===== src/rtl/mem_arb_ctrl_if.sv =====
// mem_arb_ctrl_if: fetch/LSU request buses and banked-memory port bundle for mem_arb_ctrl.
interface mem_arb_ctrl_if;
  logic        i_if_req;
  logic [10:0] i_if_addr;
  logic        o_if_gnt;
  logic        o_if_rvalid;
  logic [31:0] o_if_rdata;
  logic        i_ls_req;
  logic        i_ls_we;
  logic [1:0]  i_ls_size;
  logic        i_ls_unsigned;
  logic [10:0] i_ls_addr;
  logic [31:0] i_ls_wdata;
  logic        o_ls_gnt;
  logic        o_ls_rvalid;
  logic [31:0] o_ls_rdata;
  logic [9:0]  o_addr_even_1, o_addr_even_2, o_addr_odd_1, o_addr_odd_2;
  logic [7:0]  o_data_even_1, o_data_even_2, o_data_odd_1, o_data_odd_2;
  logic        o_we_even_1, o_we_even_2, o_we_odd_1, o_we_odd_2;
  logic        o_lsu_addr;
  logic [31:0] i_mem_data;
  modport slave (
    input  i_if_req, i_if_addr, i_ls_req, i_ls_we, i_ls_size, i_ls_unsigned, i_ls_addr, i_ls_wdata, i_mem_data,
    output o_if_gnt, o_if_rvalid, o_if_rdata, o_ls_gnt, o_ls_rvalid, o_ls_rdata,
           o_addr_even_1, o_addr_even_2, o_addr_odd_1, o_addr_odd_2,
           o_data_even_1, o_data_even_2, o_data_odd_1, o_data_odd_2,
           o_we_even_1, o_we_even_2, o_we_odd_1, o_we_odd_2, o_lsu_addr
  );
  modport master (
    output i_if_req, i_if_addr, i_ls_req, i_ls_we, i_ls_size, i_ls_unsigned, i_ls_addr, i_ls_wdata, i_mem_data,
    input  o_if_gnt, o_if_rvalid, o_if_rdata, o_ls_gnt, o_ls_rvalid, o_ls_rdata,
           o_addr_even_1, o_addr_even_2, o_addr_odd_1, o_addr_odd_2,
           o_data_even_1, o_data_even_2, o_data_odd_1, o_data_odd_2,
           o_we_even_1, o_we_even_2, o_we_odd_1, o_we_odd_2, o_lsu_addr
  );
endinterface


===== src/rtl/mem_arb_ctrl.sv =====
// mem_arb_ctrl: fetch/LSU arbiter driving an even/odd byte-banked memory with one-cycle read return.
module mem_arb_ctrl #(
  parameter int LS_BURST_MAX = 2
) (
  input logic           i_clk,
  input logic           i_reset,
  mem_arb_ctrl_if.slave bus
);
  localparam int CW = $clog2(LS_BURST_MAX + 1);
  logic [CW-1:0] cnt;
  logic          r_if_v, r_ls_v, r_a0, r_uns;
  logic [1:0]    r_size;
  logic          if_win, ls_win, gnt, odd, st, sgn;
  logic [10:0]   addr;
  logic [9:0]    a, a1, a2;
  logic [3:0]    we_l;
  logic [31:0]   wd, ext;
  always_comb begin
    if_win = !i_reset && bus.i_if_req && (!bus.i_ls_req || cnt == CW'(LS_BURST_MAX));
    ls_win = !i_reset && bus.i_ls_req && !if_win;
    gnt    = if_win || ls_win;
    addr   = if_win ? bus.i_if_addr : bus.i_ls_addr;
    odd    = gnt && addr[0];
    a      = addr[10:1];
    a1     = a + 10'd1;
    a2     = a + 10'd2;
    st     = ls_win && bus.i_ls_we;
    we_l   = !st ? 4'h0 : bus.i_ls_size[1] ? 4'hf : bus.i_ls_size[0] ? 4'h3 : 4'h1;
    wd     = st ? bus.i_ls_wdata : 32'h0;
    sgn    = !r_uns && !r_size[1] && (r_size[0] ? bus.i_mem_data[15] : bus.i_mem_data[7]);
    ext    = r_size[1] ? bus.i_mem_data :
             r_size[0] ? {{16{sgn}}, bus.i_mem_data[15:0]} : {{24{sgn}}, bus.i_mem_data[7:0]};
  end
  // Lane k is byte k of the access; an odd start address swaps the even/odd bank roles.
  assign bus.o_if_gnt      = if_win;
  assign bus.o_ls_gnt      = ls_win;
  assign bus.o_addr_odd_1  = gnt ? a : 10'd0;
  assign bus.o_addr_even_1 = gnt ? (odd ? a1 : a) : 10'd0;
  assign bus.o_addr_odd_2  = gnt ? a1 : 10'd0;
  assign bus.o_addr_even_2 = gnt ? (odd ? a2 : a1) : 10'd0;
  assign bus.o_we_even_1   = odd ? we_l[1] : we_l[0];
  assign bus.o_we_odd_1    = odd ? we_l[0] : we_l[1];
  assign bus.o_we_even_2   = odd ? we_l[3] : we_l[2];
  assign bus.o_we_odd_2    = odd ? we_l[2] : we_l[3];
  assign bus.o_data_even_1 = odd ? wd[15:8] : wd[7:0];
  assign bus.o_data_odd_1  = odd ? wd[7:0] : wd[15:8];
  assign bus.o_data_even_2 = odd ? wd[31:24] : wd[23:16];
  assign bus.o_data_odd_2  = odd ? wd[23:16] : wd[31:24];
  assign bus.o_lsu_addr    = r_a0 && !i_reset;
  assign bus.o_if_rvalid   = r_if_v && !i_reset;
  assign bus.o_ls_rvalid   = r_ls_v && !i_reset;
  assign bus.o_if_rdata    = bus.o_if_rvalid ? bus.i_mem_data : 32'h0;
  assign bus.o_ls_rdata    = bus.o_ls_rvalid ? ext : 32'h0;
  always_ff @(posedge i_clk) begin
    if (i_reset) begin
      cnt    <= '0;
      r_if_v <= 1'b0;
      r_ls_v <= 1'b0;
      r_a0   <= 1'b0;
      r_size <= 2'b00;
      r_uns  <= 1'b0;
    end else begin
      cnt    <= (!bus.i_if_req || if_win) ? '0 : (ls_win && cnt != CW'(LS_BURST_MAX)) ? cnt + CW'(1) : cnt;
      r_if_v <= if_win;
      r_ls_v <= ls_win && !bus.i_ls_we;
      r_a0   <= odd;
      r_size <= bus.i_ls_size;
      r_uns  <= bus.i_ls_unsigned;
    end
  end
endmodule


===== src/flat_wrapper.sv =====
// flat-port wrapper written by rule: the top's interface ports become plain ports
module mem_arb_ctrl_flat 
#(
  parameter int LS_BURST_MAX = 2
)
  (i_clk, i_reset, bus_i_if_req, bus_i_if_addr, bus_i_ls_req, bus_i_ls_we, bus_i_ls_size, bus_i_ls_unsigned, bus_i_ls_addr, bus_i_ls_wdata, bus_i_mem_data, bus_o_if_gnt, bus_o_if_rvalid, bus_o_if_rdata, bus_o_ls_gnt, bus_o_ls_rvalid, bus_o_ls_rdata, bus_o_addr_even_1, bus_o_addr_even_2, bus_o_addr_odd_1, bus_o_addr_odd_2, bus_o_data_even_1, bus_o_data_even_2, bus_o_data_odd_1, bus_o_data_odd_2, bus_o_we_even_1, bus_o_we_even_2, bus_o_we_odd_1, bus_o_we_odd_2, bus_o_lsu_addr);
  mem_arb_ctrl_if bus_i ();
  input logic i_clk;
  input logic i_reset;
  input wire logic [$bits(bus_i.i_if_req)-1:0] bus_i_if_req;
  input wire logic [$bits(bus_i.i_if_addr)-1:0] bus_i_if_addr;
  input wire logic [$bits(bus_i.i_ls_req)-1:0] bus_i_ls_req;
  input wire logic [$bits(bus_i.i_ls_we)-1:0] bus_i_ls_we;
  input wire logic [$bits(bus_i.i_ls_size)-1:0] bus_i_ls_size;
  input wire logic [$bits(bus_i.i_ls_unsigned)-1:0] bus_i_ls_unsigned;
  input wire logic [$bits(bus_i.i_ls_addr)-1:0] bus_i_ls_addr;
  input wire logic [$bits(bus_i.i_ls_wdata)-1:0] bus_i_ls_wdata;
  input wire logic [$bits(bus_i.i_mem_data)-1:0] bus_i_mem_data;
  output wire logic [$bits(bus_i.o_if_gnt)-1:0] bus_o_if_gnt;
  output wire logic [$bits(bus_i.o_if_rvalid)-1:0] bus_o_if_rvalid;
  output wire logic [$bits(bus_i.o_if_rdata)-1:0] bus_o_if_rdata;
  output wire logic [$bits(bus_i.o_ls_gnt)-1:0] bus_o_ls_gnt;
  output wire logic [$bits(bus_i.o_ls_rvalid)-1:0] bus_o_ls_rvalid;
  output wire logic [$bits(bus_i.o_ls_rdata)-1:0] bus_o_ls_rdata;
  output wire logic [$bits(bus_i.o_addr_even_1)-1:0] bus_o_addr_even_1;
  output wire logic [$bits(bus_i.o_addr_even_2)-1:0] bus_o_addr_even_2;
  output wire logic [$bits(bus_i.o_addr_odd_1)-1:0] bus_o_addr_odd_1;
  output wire logic [$bits(bus_i.o_addr_odd_2)-1:0] bus_o_addr_odd_2;
  output wire logic [$bits(bus_i.o_data_even_1)-1:0] bus_o_data_even_1;
  output wire logic [$bits(bus_i.o_data_even_2)-1:0] bus_o_data_even_2;
  output wire logic [$bits(bus_i.o_data_odd_1)-1:0] bus_o_data_odd_1;
  output wire logic [$bits(bus_i.o_data_odd_2)-1:0] bus_o_data_odd_2;
  output wire logic [$bits(bus_i.o_we_even_1)-1:0] bus_o_we_even_1;
  output wire logic [$bits(bus_i.o_we_even_2)-1:0] bus_o_we_even_2;
  output wire logic [$bits(bus_i.o_we_odd_1)-1:0] bus_o_we_odd_1;
  output wire logic [$bits(bus_i.o_we_odd_2)-1:0] bus_o_we_odd_2;
  output wire logic [$bits(bus_i.o_lsu_addr)-1:0] bus_o_lsu_addr;
  assign bus_i.i_if_req = bus_i_if_req;
  assign bus_i.i_if_addr = bus_i_if_addr;
  assign bus_i.i_ls_req = bus_i_ls_req;
  assign bus_i.i_ls_we = bus_i_ls_we;
  assign bus_i.i_ls_size = bus_i_ls_size;
  assign bus_i.i_ls_unsigned = bus_i_ls_unsigned;
  assign bus_i.i_ls_addr = bus_i_ls_addr;
  assign bus_i.i_ls_wdata = bus_i_ls_wdata;
  assign bus_i.i_mem_data = bus_i_mem_data;
  assign bus_o_if_gnt = bus_i.o_if_gnt;
  assign bus_o_if_rvalid = bus_i.o_if_rvalid;
  assign bus_o_if_rdata = bus_i.o_if_rdata;
  assign bus_o_ls_gnt = bus_i.o_ls_gnt;
  assign bus_o_ls_rvalid = bus_i.o_ls_rvalid;
  assign bus_o_ls_rdata = bus_i.o_ls_rdata;
  assign bus_o_addr_even_1 = bus_i.o_addr_even_1;
  assign bus_o_addr_even_2 = bus_i.o_addr_even_2;
  assign bus_o_addr_odd_1 = bus_i.o_addr_odd_1;
  assign bus_o_addr_odd_2 = bus_i.o_addr_odd_2;
  assign bus_o_data_even_1 = bus_i.o_data_even_1;
  assign bus_o_data_even_2 = bus_i.o_data_even_2;
  assign bus_o_data_odd_1 = bus_i.o_data_odd_1;
  assign bus_o_data_odd_2 = bus_i.o_data_odd_2;
  assign bus_o_we_even_1 = bus_i.o_we_even_1;
  assign bus_o_we_even_2 = bus_i.o_we_even_2;
  assign bus_o_we_odd_1 = bus_i.o_we_odd_1;
  assign bus_o_we_odd_2 = bus_i.o_we_odd_2;
  assign bus_o_lsu_addr = bus_i.o_lsu_addr;
  mem_arb_ctrl #(.LS_BURST_MAX(LS_BURST_MAX)) u_core (.i_clk(i_clk), .i_reset(i_reset), .bus(bus_i));
endmodule

===== config.mk =====
export PLATFORM = sky130hd
export DESIGN_NAME = mem_arb_ctrl_flat
export DESIGN_NICKNAME = d
export VERILOG_FILES = /design/src/rtl/mem_arb_ctrl_if.sv /design/src/rtl/mem_arb_ctrl.sv /design/src/flat_wrapper.sv
export SDC_FILE = /design/constraint.sdc
export NUM_CORES = 1
export LEC_CHECK = 0
export CAP_MARGIN = 10
export CORE_AREA = 8 8 86 88
export CTS_BUF_LIST = sky130_fd_sc_hd__clkbuf_16
export DETAILED_ROUTE_END_ITERATION = 10
export DIE_AREA = 0 0 94 96
export DONT_BUFFER_PORTS = 1
export HOLD_SLACK_MARGIN = 0.02
export PLACE_DENSITY = 0.55
export SYNTH_ARGS = -nofsm -noshare
export SYNTH_HDL_FRONTEND = slang
export SYNTH_SLANG_ARGS = --single-unit
export TNS_END_PERCENT = 20

===== constraint.sdc =====
create_clock -name i_clk -period 6.95 [get_ports i_clk]
set_input_delay 1.39 -clock i_clk [delete_from_list [all_inputs] [get_ports i_clk]]
set_output_delay 1.39 -clock i_clk [all_outputs]
set_load 0.01 [all_outputs]

* Yosys cells after proc, flatten, opt, wreduce, memory -nomap -nowiden
Cells that the tools add are included.
Storage, ports and cells: output and inout port bits 145, register bits after elaboration 8
Operators by class: add/subtract/negate cells 3, reduce and logical (&&, ||, !) cells 24, equal/unequal tests 2, muxes and demuxes 24
Operator list (number):
- $mux 32 | 4
- $mux 10 | 6
- $mux 8 | 4
- $mux 16 | 1
- $logic_and 1x1->1 | 13
- $mux 11 | 1
- $add 10x1->10 const B | 1
- $add 10x2->10 const B | 1
- $mux 4 | 2
- $logic_not 1->1 | 7
- $mux 1 | 5
- $logic_or 1x1->1 | 3
- $add 2x1->2 const B | 1
- $eq 2x2->1 const B | 1
- $mux 2 | 1
- $ne 2x2->1 const B | 1
- $reduce_or 2->1 | 1

* Depth between registers and ports, before layout
depth after elaboration 9, depth in mapped cells 14, mapped depth without buffers 13

* Least setup slack after synthesis
No wires, ideal clock.
kind input port to output port, start in bus_i_ls_req, end out bus_o_addr_even_2[6], arrival time 3.203 ns, data required time 5.560 ns, buffers on the path 2, slack 2.357 ns, cell stages on the path 10, cell sequence nor2b_1 clkbuf_1 o21ai_1 and2_1 inv_2 ha_1 clkbuf_1 o21ai_0 o32a_1 a22oi_1
On the way: word-level cells in the longest chain between the ends 9, elaborated cells between the ends (all ways) 13, those cells by class add/sub: 2; mux: 3; reduce/logical: 8
RTL lines:
- start: declaration | RTL line flat_wrapper.sv:12 | input wire logic [$bits(bus_i.i_ls_req)-1:0] bus_i_ls_req;
- branches (longest 8 deep; another with $add 10x1->10)
- $mux 10 * | RTL line mem_arb_ctrl.sv:40 | assign bus.o_addr_even_2 = gnt ? (odd ? a2 : a1) : 10'd0;
- end: declaration | RTL line flat_wrapper.sv:26 | output wire logic [$bits(bus_i.o_addr_even_2)-1:0] bus_o_addr_even_2;
Mark *: on every way between the ends.

* Worst setup path in the final report
start in i_reset, end out bus_o_addr_even_2[4]
On the way: word-level cells in the longest chain between the ends 9, elaborated cells between the ends (all ways) 13, those cells by class add/sub: 2; mux: 3; reduce/logical: 8
RTL lines:
- start: declaration | RTL line flat_wrapper.sv:9 | input logic i_reset;
- $logic_not 1->1 * | RTL line mem_arb_ctrl.sv:19 | if_win = !i_reset && bus.i_if_req && (!bus.i_ls_req || cnt == CW'(LS_BURST_MAX));
- $logic_and 1x1->1 * (2 in a row) | RTL line mem_arb_ctrl.sv:19
- net bus_o_if_gnt | RTL line flat_wrapper.sv:19 | output wire logic [$bits(bus_i.o_if_gnt)-1:0] bus_o_if_gnt;
- branches (longest 5 deep; another with $add 10x1->10)
- $mux 10 * | RTL line mem_arb_ctrl.sv:40
Mark *: on every way through the listed nets, which the timed path passes.

==> qor.csv <==
metric,value,unit
asr flop ratio synth,0,
clock buffer depth,2,
crit end category,primary output,
Max-Cap Viols,0,
length of routed met3 wiring,1320,µm
Worst Clk Skew,0.000418,ns
GRT Util Overall,0.198,
most frequent cell after synthesis,nand2_1,
post_cts resized,0,
Final setup viols,0,
core area,6100,µm²
synthesized cell area,2390,µm²
number of setup buffers added after CTS,0,
clk sink count,8,
area growth from synthesis to layout,1.57,%
CP max-delay cell,mux2i_1,
Starting Density,0.392,
final core occ,0.399,
Die ar.,9020,µm²
boundary pin count,239,
PD cells,111,nW/µm²
vias,2840,
Reg area,160,µm²
CTS HTree Levels,1,
hold crit path type,flop to flop,
register clock-pin slew on the reported worst setup and hold paths,0.04,ns
overall power,270,µW
HPWL Detailed,8500,µm
Yosys cell types,49,
top post-synthesis cells by area,"a21oi_1, and2_1, nand2_1",
"Avg Cell Area, Syn",5.75,µm²
final hold slack,0.424,ns
drc violations,0,
relative slew slack,0.287,
Die Span X,94,µm
layout cells sized above 1,0.0518,
Yosys reg bits,8,
cell accounting for the most synthesized area,a21oi_1,
CTS tree,built,
status,completed,
first-pass detailed-route iteration total,4,
top_reg_cell synth,dfxtp_1,
post-synth net total,512,
Worst-Margin Slew,1.06,ns
number of global-route vias before repair,2667,
antenna-violating nets left,0,
f_max,0.194,GHz
Die Height,96,µm
Tcrit/Tclk final,0.744,
initial drt markers,217,
Synth top area share,0.151,
antenna violations before repair,0,
number of vias per cell,6.13,
drt wl/cell,22.3,µm
CTS buffer count,3,
CP Cell Sequence,"and2b_1, nand2_4, inv_4, mux2i_1, inv_1, ha_1, nand3_1, xnor2_1, nor2_1, a21oi_1, a22o_1",
M1 WL,3760,µm
Multi-input gate area,1980,µm²
"Hold Violations, Final",0,
row count,29,
top routing layer in use,met4,
largest net degree at the start of global routing,53,
register area share after synthesis,0.0669,
minimum clock period,5.17,ns
Synth Instances,416,
Commonest cells post-synth,"nand2_1, a21oi_1, and2_1",
setup TNS,0,ns
Port Buffers,0,
critical path peak fanout,14,
CP arrival,3.78,ns
RSZ-0062 raised after global routing,no,
Post-synth EDFFs,0,
startpoint types,primary input,
routed wl met2,5110,µm
hold_buf cts,0,
LEAKAGE,0.000995,µW
Final Slew Violations,0,
synth warn,0,
Overflow after GRT,0,
max incr delay on CP,0.41,ns
NumNets Final,484,
CTS Root Cell,clkbuf_16,
filler cell count,678,
clk_lat worst skew,0.23,ns
highest ir drop seen on vdd,94.5,µV
Detailed Route WL,10300,µm
GPL Wtd Cong,0.971,
n_diodes,0,
Critical Path RT,5.56,ns
Setup CP Type,primary input to primary output,
first-pass GRT wire length,14600,µm
metrics by stage:
| step | std cells | setup WS [ns] | instance area, µm² |
|---|---|---|---|
| 3_5_place_dp | 460 | 1.82 | 2350 |
| 5_1_grt | 463 | 1.54 | 2430 |
| 2_1_floorplan | 416 | 2.36 | 2390 |
| 6_report | 463 | 1.78 | 2430 |
| 4_1_cts | 463 | 1.81 | 2430 |
| 3_3_place_gp | 460 | 1.93 | 2350 |
worst max-delay path: cells and delay by family:
kind | cells | cell delay [ns]
AOI/OAI and AO/OA | 2 | 0.42
xor gates and xnor gates | 1 | 0.12
adders and majority gates | 1 | 0.31
buffers and inverters | 2 | 0.40
muxes | 1 | 0.41
and+or+nand+nor | 4 | 0.73
where the power goes:
| group | internal [µW] | switching, µW | leakage, µW |
|---|---|---|---|
| clock network | 74.0 | 20.8 | 0.0000370 |
| logic | 38.3 | 85.5 | 0.000892 |
| registers | 48.3 | 3.04 | 0.0000660 |
kinds of logic (layout without fill, tap and decap cells):
kind of cell	count (synthesis)	in the layout	share of synthesized area
flops	8	8	0.0669
simple gates	196	196	0.401
fa+ha+maj	2	2	0.0105
compound gates	122	122	0.293
mux	13	13	0.0727
buf+inv	61	31	0.104
xor+xnor	14	14	0.0513
final cells by class:
class | instances | share of cell area
Timing Repair Buffer | 2 | 0.00618
Inverter | 26 | 0.0412
Multi-Input combinational cell | 347 | 0.816
Sequential cell | 8 | 0.0659
Tap cell | 77 | 0.0396
Clock buffer | 3 | 0.0309
flip-flops by register name (all words and copies together), names as in the netlist:
| signal | count |
|---|---|
| u_core.cnt | 2 |
| u_core.r_a0 | 1 |
| u_core.r_if_v | 1 |
| u_core.r_ls_v | 1 |
| u_core.r_size | 2 |
| u_core.r_uns | 1 |
per-layer routing:
metal,vias up,track usage
met5,-,0
met4,0,0.0436
met3,15,0.0710
met2,174,0.352
met1,1295,0.222
li1,1356,-
cell usage in the layout (no fill, tap or decap), drive strengths merged, types with 6 or more instances in the layout:
| cell type | instances |
|---|---|
| nor2b | 8 |
| dfxtp | 8 |
| nand4 | 8 |
| o21ai | 22 |
| and2 | 46 |
| nor2 | 30 |
| xor2 | 6 |
| a21oi | 73 |
| xnor2 | 8 |
| nand2 | 75 |
| mux2i | 11 |
| inv | 26 |
| nand3 | 9 |
path summary, 6_finish.rpt:
kind | from | to | slack (ns) | cells past startpoint
setup reg to reg | u_core.cnt[0]$_SDFFE_PP0P_ | u_core.r_a0$_SDFF_PP0_ | 4.93 | 5
setup / recovery | i_reset | bus_o_addr_even_2[4] | 1.78 | 11
hold / removal | u_core.cnt[0]$_SDFFE_PP0P_ | u_core.cnt[0]$_SDFFE_PP0P_ | 0.42 | 1
hold reg to reg | u_core.cnt[0]$_SDFFE_PP0P_ | u_core.cnt[0]$_SDFFE_PP0P_ | 0.42 | 1
Power figures use the tool's default switching activity.
